`src/rtl/rst_seq_gen_if.sv`:
```
// Bundles the reset-sequencer request/ack handshake and the sequenced
// reset outputs.
//   sw_req    : software reset request (4-phase level handshake)
//   sw_ack    : software request complete, held until sw_req drops
//   ext_req   : external level reset request (e.g. watchdog)
//   rst_out_n : sequenced active-low resets, bit k released k-th
//   busy      : high while any rst_out_n bit is low
//   rel_done  : one-cycle pulse when the final output releases
// The master modport is the requester side; the slave modport is the
// generator.
interface rst_seq_gen_if #(
    parameter int NUM_OUT = 4
);
    logic               sw_req;
    logic               sw_ack;
    logic               ext_req;
    logic [NUM_OUT-1:0] rst_out_n;
    logic               busy;
    logic               rel_done;

    modport master (
        output sw_req, ext_req,
        input  sw_ack, rst_out_n, busy, rel_done
    );

    modport slave (
        input  sw_req, ext_req,
        output sw_ack, rst_out_n, busy, rel_done
    );
endinterface

```
`src/rtl/rst_seq_gen.sv`:
```
// Reset sequence generator for the top of the reset tree (always-on domain).
// After any reset cause, all rst_out_n bits are held low for HOLD_CYC cycles
// and then released one at a time in index order, GAP_CYC cycles apart.
// Ports:
//   clk : clock
//   rst : synchronous active-high reset; restarts the full sequence
//   bus : rst_seq_gen_if slave modport (sw_req/sw_ack, ext_req, rst_out_n,
//         busy, rel_done)
module rst_seq_gen #(
    parameter int NUM_OUT  = 4,
    parameter int HOLD_CYC = 16,
    parameter int GAP_CYC  = 4,
    parameter int CNT_W    = 8
) (
    input logic          clk,
    input logic          rst,
    rst_seq_gen_if.slave bus
);

    localparam int STG_W = (NUM_OUT > 1) ? $clog2(NUM_OUT) : 1;

    localparam logic [CNT_W-1:0] HOLD_LAST = CNT_W'(HOLD_CYC - 1);
    localparam logic [CNT_W-1:0] GAP_LAST  = CNT_W'(GAP_CYC - 1);
    localparam logic [STG_W-1:0] LAST_STG  = STG_W'(NUM_OUT - 1);

    typedef enum logic [1:0] {
        IDLE,
        HOLD,
        REL
    } state_t;

    state_t             state;
    logic [CNT_W-1:0]   cnt;
    logic [STG_W-1:0]   stage;      // index of the most recently released bit
    logic [STG_W-1:0]   stage_nxt;
    logic               src_sw;     // current sequence owes the software an ack
    logic [NUM_OUT-1:0] out_n;
    logic               busy_r;
    logic               ack_r;
    logic               done_r;

    always_comb begin
        stage_nxt = stage + STG_W'(1);
    end

    always_ff @(posedge clk) begin
        if (rst) begin
            state  <= HOLD;
            cnt    <= '0;
            stage  <= '0;
            src_sw <= 1'b0;
            out_n  <= '0;
            busy_r <= 1'b1;
            ack_r  <= 1'b0;
            done_r <= 1'b0;
        end else begin
            done_r <= 1'b0;
            // Ack drops once the requester withdraws; a completion in this same
            // cycle (below) takes precedence.
            if (!bus.sw_req) begin
                ack_r <= 1'b0;
            end

            if (bus.ext_req) begin
                // Held at cnt=0 while ext_req stays high, stretching the pulse.
                // An aborted software sequence keeps src_sw so its ack still comes.
                state  <= HOLD;
                cnt    <= '0;
                stage  <= '0;
                out_n  <= '0;
                busy_r <= 1'b1;
                if (state == IDLE && bus.sw_req && !ack_r) begin
                    src_sw <= 1'b1;
                end
            end else begin
                case (state)
                    IDLE: begin
                        if (bus.sw_req && !ack_r) begin
                            state  <= HOLD;
                            cnt    <= '0;
                            stage  <= '0;
                            out_n  <= '0;
                            busy_r <= 1'b1;
                            src_sw <= 1'b1;
                        end
                    end

                    HOLD: begin
                        if (cnt == HOLD_LAST) begin
                            cnt      <= '0;
                            stage    <= '0;
                            out_n[0] <= 1'b1;
                            if (NUM_OUT == 1) begin
                                // Single output: bit 0 is also the final release.
                                state  <= IDLE;
                                busy_r <= 1'b0;
                                done_r <= 1'b1;
                                src_sw <= 1'b0;
                                if (src_sw) begin
                                    ack_r <= 1'b1;
                                end
                            end else begin
                                state <= REL;
                            end
                        end else begin
                            cnt <= cnt + CNT_W'(1);
                        end
                    end

                    REL: begin
                        if (cnt == GAP_LAST) begin
                            cnt              <= '0;
                            stage            <= stage_nxt;
                            out_n[stage_nxt] <= 1'b1;
                            if (stage_nxt == LAST_STG) begin
                                state  <= IDLE;
                                busy_r <= 1'b0;
                                done_r <= 1'b1;
                                src_sw <= 1'b0;
                                if (src_sw) begin
                                    ack_r <= 1'b1;
                                end
                            end
                        end else begin
                            cnt <= cnt + CNT_W'(1);
                        end
                    end

                    default: begin
                        state <= HOLD;
                        cnt   <= '0;
                        stage <= '0;
                        out_n <= '0;
                    end
                endcase
            end
        end
    end

    assign bus.rst_out_n = out_n;
    assign bus.busy      = busy_r;
    assign bus.sw_ack    = ack_r;
    assign bus.rel_done  = done_r;

endmodule

```
`src/flat_wrapper.sv`:
```
// flat-port wrapper written by rule: the top's interface ports become plain ports
module rst_seq_gen_flat 
#(
    parameter int NUM_OUT  = 4,
    parameter int HOLD_CYC = 16,
    parameter int GAP_CYC  = 4,
    parameter int CNT_W    = 8
)
  (clk, rst, bus_sw_req, bus_ext_req, bus_sw_ack, bus_rst_out_n, bus_busy, bus_rel_done);
  rst_seq_gen_if #(.NUM_OUT(NUM_OUT)) bus_i ();
  input logic clk;
  input logic rst;
  input wire logic [$bits(bus_i.sw_req)-1:0] bus_sw_req;
  input wire logic [$bits(bus_i.ext_req)-1:0] bus_ext_req;
  output wire logic [$bits(bus_i.sw_ack)-1:0] bus_sw_ack;
  output wire logic [$bits(bus_i.rst_out_n)-1:0] bus_rst_out_n;
  output wire logic [$bits(bus_i.busy)-1:0] bus_busy;
  output wire logic [$bits(bus_i.rel_done)-1:0] bus_rel_done;
  assign bus_i.sw_req = bus_sw_req;
  assign bus_i.ext_req = bus_ext_req;
  assign bus_sw_ack = bus_i.sw_ack;
  assign bus_rst_out_n = bus_i.rst_out_n;
  assign bus_busy = bus_i.busy;
  assign bus_rel_done = bus_i.rel_done;
  rst_seq_gen #(.NUM_OUT(NUM_OUT), .HOLD_CYC(HOLD_CYC), .GAP_CYC(GAP_CYC), .CNT_W(CNT_W)) u_core (.clk(clk), .rst(rst), .bus(bus_i));
endmodule
```
`config.mk`:
```
export PLATFORM = sky130hd
export DESIGN_NAME = rst_seq_gen_flat
export DESIGN_NICKNAME = d
export VERILOG_FILES = /design/src/rtl/rst_seq_gen_if.sv /design/src/rtl/rst_seq_gen.sv /design/src/flat_wrapper.sv
export SDC_FILE = /design/constraint.sdc
export NUM_CORES = 1
export LEC_CHECK = 0
export ABC_AREA = 1
export CAP_MARGIN = 20
export CORE_ASPECT_RATIO = 1.5
export CORE_MARGIN = 2
export CORE_UTILIZATION = 48
export CTS_BUF_LIST = sky130_fd_sc_hd__clkbuf_16
export CTS_CLUSTER_SIZE = 10
export DETAILED_ROUTE_END_ITERATION = 16
export GPL_ROUTABILITY_DRIVEN = 0
export HOLD_SLACK_MARGIN = 0.15
export PLACE_DENSITY_LB_ADDON = 0.1
export RECOVER_POWER = 25
export SYNTH_ARGS = -nofsm -noshare
export SYNTH_HDL_FRONTEND = slang
export SYNTH_SLANG_ARGS = --single-unit
export TNS_END_PERCENT = 1
```
`constraint.sdc`:
```
create_clock -name clk -period 1.3 [get_ports clk]
set_input_delay 0.26 -clock clk [delete_from_list [all_inputs] [get_ports clk]]
set_output_delay 0.26 -clock clk [all_outputs]
set_load 0.01 [all_outputs]
```
==> impl_metrics.yaml, run 1 <==
run_status:
  status: "finished, violations left"
  violations: "negative setup slack"
sta:
  whs_ps: 471
  drv_slew: 0
  clock.fmax_mhz: 745
  skew_ps: 3.38
  setup_ws_ps: -43.2
  period_needed_ps: 1340
  finalSetupViolations: 12
  finalHoldViolations: 0
  slew_headroom: 0.823
  min_period_over_period: 1.03
  grt_setup_unrepaired: "true"
  fin_tns_setup_ps: -232
  worstMarginPinSlew_ps: 265
cts:
  clk_pin_slew_ps: 60
  cts-root-buf: "clkbuf_16"
  cts.sinks: 20
  cts_tree: "done"
  cts_made_buffers: 3
  hold_buffers: 0
  cts.path.max_buffers: 2
  h-tree-depth: 1
  clk_latency_ps: 260
synth:
  ys_ff_latch: 20
  yosys.area.top_type: "dfxtp_1"
  seq_area_frac_synth: 0.369
  syn_area_per_cell_um2: 7.24
  synth_common_cells: "nor2_1 (31), nand2_1 (29), dfxtp_1 (20)"
  yosysWarningCount: 0
  synthArstFlopShare: 0
  syn_nets: 162
  synth.distinct_cells: 23
  synth_top_area_frac: 0.369
  synth_area_mm2: 0.00109
  yosys_most_used_dff: "dfxtp_1"
  yosysMostFrequentCell: "nor2_1"
  yosys-top-cells-area: "dfxtp_1 (37%), nor2_1 (11%), nand2_1 (10%)"
  synth_cells: 150
  synth_edf_count: 0
floorplanning:
  dieWidth_um: 42.8
  die-height_um: 62.3
  core_area_mm2: 0.00218
  placementRows: 21
  num_io_pins: 11
  initial_core_util: 0.498
  die_area_mm2: 0.00267
pwr:
  power.share.clock: 0.491
  swShare: 0.202
  total_leakage_power_nw: 0.715
  switchingPower_mw: 0.267
  combPwrFrac: 0.040
  internal_power_mw: 1.05
  total_power_mw: 1.32
  powerDensity_mw_per_mm2: 805
  seqPwrFrac: 0.470
  peakVddDrop_v: 0.000893
layout:
  drive_above_1_share: 0.351
  layout.cells.non_filler: 214
  syn2layout_area_growth_pct: 51.0
  num-nets-final: 204
  diodes: 0
global_routing:
  grt_pass1_wl_um: 4290
  grt_max_degree: 15
  track_usage: 0.208
  grt_pass1_vias: 1051
  gr-total-overflow: 0
  antenna_found_initial: 0
placement:
  post-place-ws_ps: -278
  place_inst: 206
  dp_hpwl_um: 1940
  port_buffers: 10
critical_path:
  crit_type: "flop to flop"
  cp-end-kind: "flop"
  path_cells: "inv_1 -> ha_2 -> inv_2 -> buf_4 -> nand3_1 -> nand2_1 -> a21oi_1"
  cp-start-kind: "flop"
  worstPathRequired_ps: 1480
  max_stage_delay_ps: 320
  worstPathArrival_ps: 1530
  crit_fanout: 4
  cp_slowest_cell: "dfxtp_2"
drt:
  drtIter0Drc: 17
  vias: 1139
  wire_per_inst_um: 13.6
  totalWireLength_um: 2900
  route.detailed.vias_per_inst: 5.32
  ant_nets: 0
  dr.pass1.iters: 4
  drcViolationCount: 0
job:
  maxCapViolCount: 0
worst_hold_path:
  hold_class: "flop to flop"
==> critical path: cells and delay by family, from the launching register on <==
family          cells  cell delay [ps]
compound gates      1              140
simple gates        2              240
buf+inv             3              320
flops               1              320
fa+ha+maj           1              250
==> per-layer routing <==
layer | vias up | GRT usage | part of all wire
li1 | 571 | - | -
met1 | 533 | 0.222 | 0.38
met2 | 30 | 0.390 | 0.57
met3 | 5 | 0.0262 | 0.042
met4 | 0 | 0.0820 | 0.017
met5 | - | 0 | 0
==> kinds of logic (layout without fill, tap and decap cells) <==
| kind of cell | count (synthesis) | after routing | share of synthesized area |
|---|---|---|---|
| simple gates | 85 | 85 | 0.346 |
| flops | 20 | 20 | 0.369 |
| buf+inv | 16 | 57 | 0.0564 |
| compound gates | 17 | 17 | 0.104 |
| xor+xnor | 3 | 3 | 0.0242 |
| fa+ha+maj | 8 | 8 | 0.0922 |
| mux | 1 | 1 | 0.00922 |
==> placed cells by master, fill, tap and decap left out, types with 4 or more instances in the layout <==
cell	n
inv_1	11
nand3_1	7
nand2_2	4
inv_2	4
nor2_2	5
nand2_1	26
dlygate4sd2_1	7
buf_4	26
dfxtp_1	15
nor2_1	24
a21oi_1	8
ha_1	4
nand4_1	7
dfxtp_2	5
==> path summary, 6_finish.rpt <==
| check | start | to | slack (ps) | cells past startpoint |
|---|---|---|---|---|
| setup / recovery | u_core.state[1]$_SDFFE_PP0P_ | u_core.bus.rst_out_n[1]$_SDFFE_PP0P_ | -40 | 7 |
| setup reg to reg | u_core.state[1]$_SDFFE_PP0P_ | u_core.bus.rst_out_n[1]$_SDFFE_PP0P_ | -40 | 7 |
| hold reg to reg | u_core.bus.sw_ack$_SDFF_PP0_ | u_core.bus.sw_ack$_SDFF_PP0_ | 470 | 2 |
| hold / removal | u_core.bus.sw_ack$_SDFF_PP0_ | u_core.bus.sw_ack$_SDFF_PP0_ | 470 | 2 |
==> sequential cells by signal (all words and copies together) (netlist names) <==
| name | cells |
|---|---|
| u_core.bus.rst_out_n | 4 |
| u_core.bus.rel_done | 1 |
| u_core.bus.sw_ack | 1 |
| u_core.bus.busy | 1 |
| u_core.state | 2 |
| u_core.cnt | 8 |
| u_core.stage | 2 |
| u_core.src_sw | 1 |
==> through the flow <==
stage / utilization / area, um^2
6_report: 0.752 / 1640
5_1_grt: 0.752 / 1640
4_1_cts: 0.694 / 1510
3_5_place_dp: 0.645 / 1410
3_3_place_gp: 0.645 / 1410
2_1_floorplan: - / 1090
==> layout make-up <==
class	instances	area [um^2]
repair buffers	38	318
clock buffers	3	75.1
clock inverters	1	3.75
multi-input cells	114	752
flip-flops and latches	20	407
fillers	163	541
inverters	15	56.3
well taps	23	28.8
==> power groups by stage <==
stage / sequential (mW) / clock, mW / combinational (mW)
2_1_floorplan: 0.633 / 0 / 0.0170
3_3_place_gp: 0.632 / 0 / 0.0467
3_5_place_dp: 0.632 / 0 / 0.0484
4_1_cts: 0.620 / 0.651 / 0.0509
5_1_grt: 0.620 / 0.664 / 0.0583
6_report: 0.620 / 0.648 / 0.0524
==> repair_timing <==
item                                    4_1_cts  5_1_grt
endpoints found under the setup margin       27       20
pin swaps                                     2        8
setup buffers                                 0        4
resized for setup                            19       30
No activity file was read; power rests on OpenSTA's default activity.
==> run 2: changes to the inputs <==
--- a/config.mk
+++ b/config.mk
@@ -10,5 +10,5 @@
 export CORE_ASPECT_RATIO = 1.5
 export CORE_MARGIN = 2
-export CORE_UTILIZATION = 48
+export CORE_UTILIZATION = 42
 export CTS_BUF_LIST = sky130_fd_sc_hd__clkbuf_16
 export CTS_CLUSTER_SIZE = 10
==> constraint.sdc (replaced) <==
create_clock -name clk -period 1.3 [get_ports clk]
set_input_delay 0.26 -clock clk [delete_from_list [all_inputs] [get_ports clk]]
set_output_delay 0.26 -clock clk [all_outputs]
set_load 0.1 [all_outputs]
==> run 2 against run 1 <==
The flow still finishes with violations (negative setup slack); register-to-register slack better by 30 ps; sequential cell count is the same; cell area up 2.2%; wire length decreased by 10%; maximum frequency rose by 2.5%.
==> impl_metrics.yaml, run 2 (synthesis gave the netlist of run 1 again) <==
drt:
  route.detailed.vias_per_inst: 5.09
  dr.pass1.iters: 4
  vias: 1089
  drtIter0Drc: 15
  totalWireLength_um: 2600
  drcViolationCount: 0
  top_layer: "met4"
  route.met2.wl_um: 1410
  dr_wl_met3_um: 67
  wire_per_inst_um: 12.1
  wl_met1_um: 1100
  ant_nets: 0
cts:
  cts_tree: "done"
  h-tree-depth: 1
  cts_made_buffers: 3
  clk_pin_slew_ps: 60
  clk_latency_ps: 250
  cts-root-buf: "clkbuf_16"
  hold_buffers: 0
  cts.sinks: 20
  cts.path.max_buffers: 2
sta:
  drv_slew: 0
  whs_ps: 492
  setup_ws_ps: -10.5
  clock.fmax_mhz: 763
  grt_setup_unrepaired: "true"
  slew_headroom: 0.799
  skew_ps: 1.29
  min_period_over_period: 1.01
  finalHoldViolations: 0
  worstMarginPinSlew_ps: 303
  finalSetupViolations: 6
  period_needed_ps: 1310
layout:
  syn2layout_area_growth_pct: 54.4
  num-nets-final: 203
  mostFrequentLayoutCells: "nand2_1 (27), nor2_1 (25), buf_4 (23)"
  layout.cells.non_filler: 214
  diodes: 0
  largest_reg_flops: 8
  largest-register: "u_core.cnt"
  final_common_cell: "nand2_1"
  drive_above_1_share: 0.389
critical_path:
  max_stage_delay_ps: 360
  rrSetupSlack_ps: -10
  cp_slowest_cell: "dfxtp_2"
  worstPathArrival_ps: 1450
  cp-end-kind: "flop"
  worstPathRequired_ps: 1440
  crit_fanout: 7
  path_delay_family: "simple AND/OR/NAND/NOR gates"
  cp-start-kind: "flop"
  crit_type: "flop to flop"
  path_cells: "nor2_2 -> nand2_4 -> o21ai_4 -> nand2_1 -> nand2_1 -> nand2_2 -> nand2_4 -> nor2_1"
  path_buf_inv: 0
global_routing:
  antenna_found_initial: 0
  track_usage: 0.193
  grt_pass1_wl_um: 4390
  grt_pass1_vias: 1085
  grt_max_degree: 13
  gr-total-overflow: 0
floorplanning:
  die-height_um: 66.3
  num_io_pins: 11
  die_area_mm2: 0.00302
  initial_core_util: 0.443
  dieWidth_um: 45.5
  core_area_mm2: 0.00245
  placementRows: 22
placement:
  place_inst: 208
  dp_hpwl_um: 1930
  port_buffers: 10
pwr:
  total_power_mw: 1.44
  peakVddDrop_v: 0.000794
  total_leakage_power_nw: 0.720
  powerDensity_mw_per_mm2: 861
worst_hold_path:
  hold_class: "flop to flop"
run_status:
  violations: "negative setup slack"
  status: "finished, violations left"
job:
  maxCapViolCount: 0
## run 2: cell types whose count changed in the layout (fill, tap and decap cells not counted), moves of 3 or more
cell / change
dfxtp_2: +3
buf_12: +4
dfxtp_1: -4
buf_4: -3
o21ai_0: +3
dlygate4sd2_1: -7
## run 2: final timing paths
path,startpoint,end,depth (start not counted)
worst min register to register,u_core.bus.rst_out_n[3]$_SDFFE_PP0P_,u_core.bus.rst_out_n[3]$_SDFFE_PP0P_,2
worst max register to register,u_core.cnt[2]$_SDFFE_PP0P_,u_core.cnt[1]$_SDFFE_PP0P_,8
worst min-delay path,u_core.bus.rst_out_n[3]$_SDFFE_PP0P_,u_core.bus.rst_out_n[3]$_SDFFE_PP0P_,2
worst max-delay path,u_core.cnt[2]$_SDFFE_PP0P_,u_core.cnt[1]$_SDFFE_PP0P_,8
## run 2: timing repair
item                                    in CTS  in global routing
buffers inserted                             0                  1
cloned                                       1                  0
resized for setup                           17                 14
endpoints found under the setup margin      17                 19
pin swaps                                    5                 10
## run 2: stage by stage
stage / cell area, um^2 / setup TNS [ps] / setup slack, ps / util
after detailed placement: 1480 / -4140 / -285 / 0.605
after floorplan: 1100 / 0 / 0.480 / -
after global routing: 1680 / -1370 / -113 / 0.684
after global placement: 1480 / -3470 / -239 / 0.605
after CTS: 1650 / -86.7 / -17.7 / 0.672
final: 1680 / -28.4 / -10.5 / 0.684
## run 2: layout make-up
cell class	instances	area (um^2)
inverters	15	56.3
fillers	196	773
multi-input cells	114	719
well taps	24	30.0
repair buffers	37	357
clock buffers	4	100
flip-flops and latches	20	414
## run 2: routing by layer
metal,vias up,GRT usage
met1,494,0.216
met4,0,0.0515
li1,574,-
met3,2,0.0301
met5,-,0
met2,19,0.356
## run 2: worst reg2reg max path, delay by kind of cell, from the launching register on
| family | cells | cell delay, ps |
|---|---|---|
| flops | 1 | 360 |
| simple gates | 7 | 620 |
| compound gates | 1 | 230 |
## run 2: where the power goes
group	switching, mW	internal [mW]
Sequential	0.00322	0.615
Clock	0.234	0.533
Combinational	0.0256	0.0327
Total	0.263	1.18
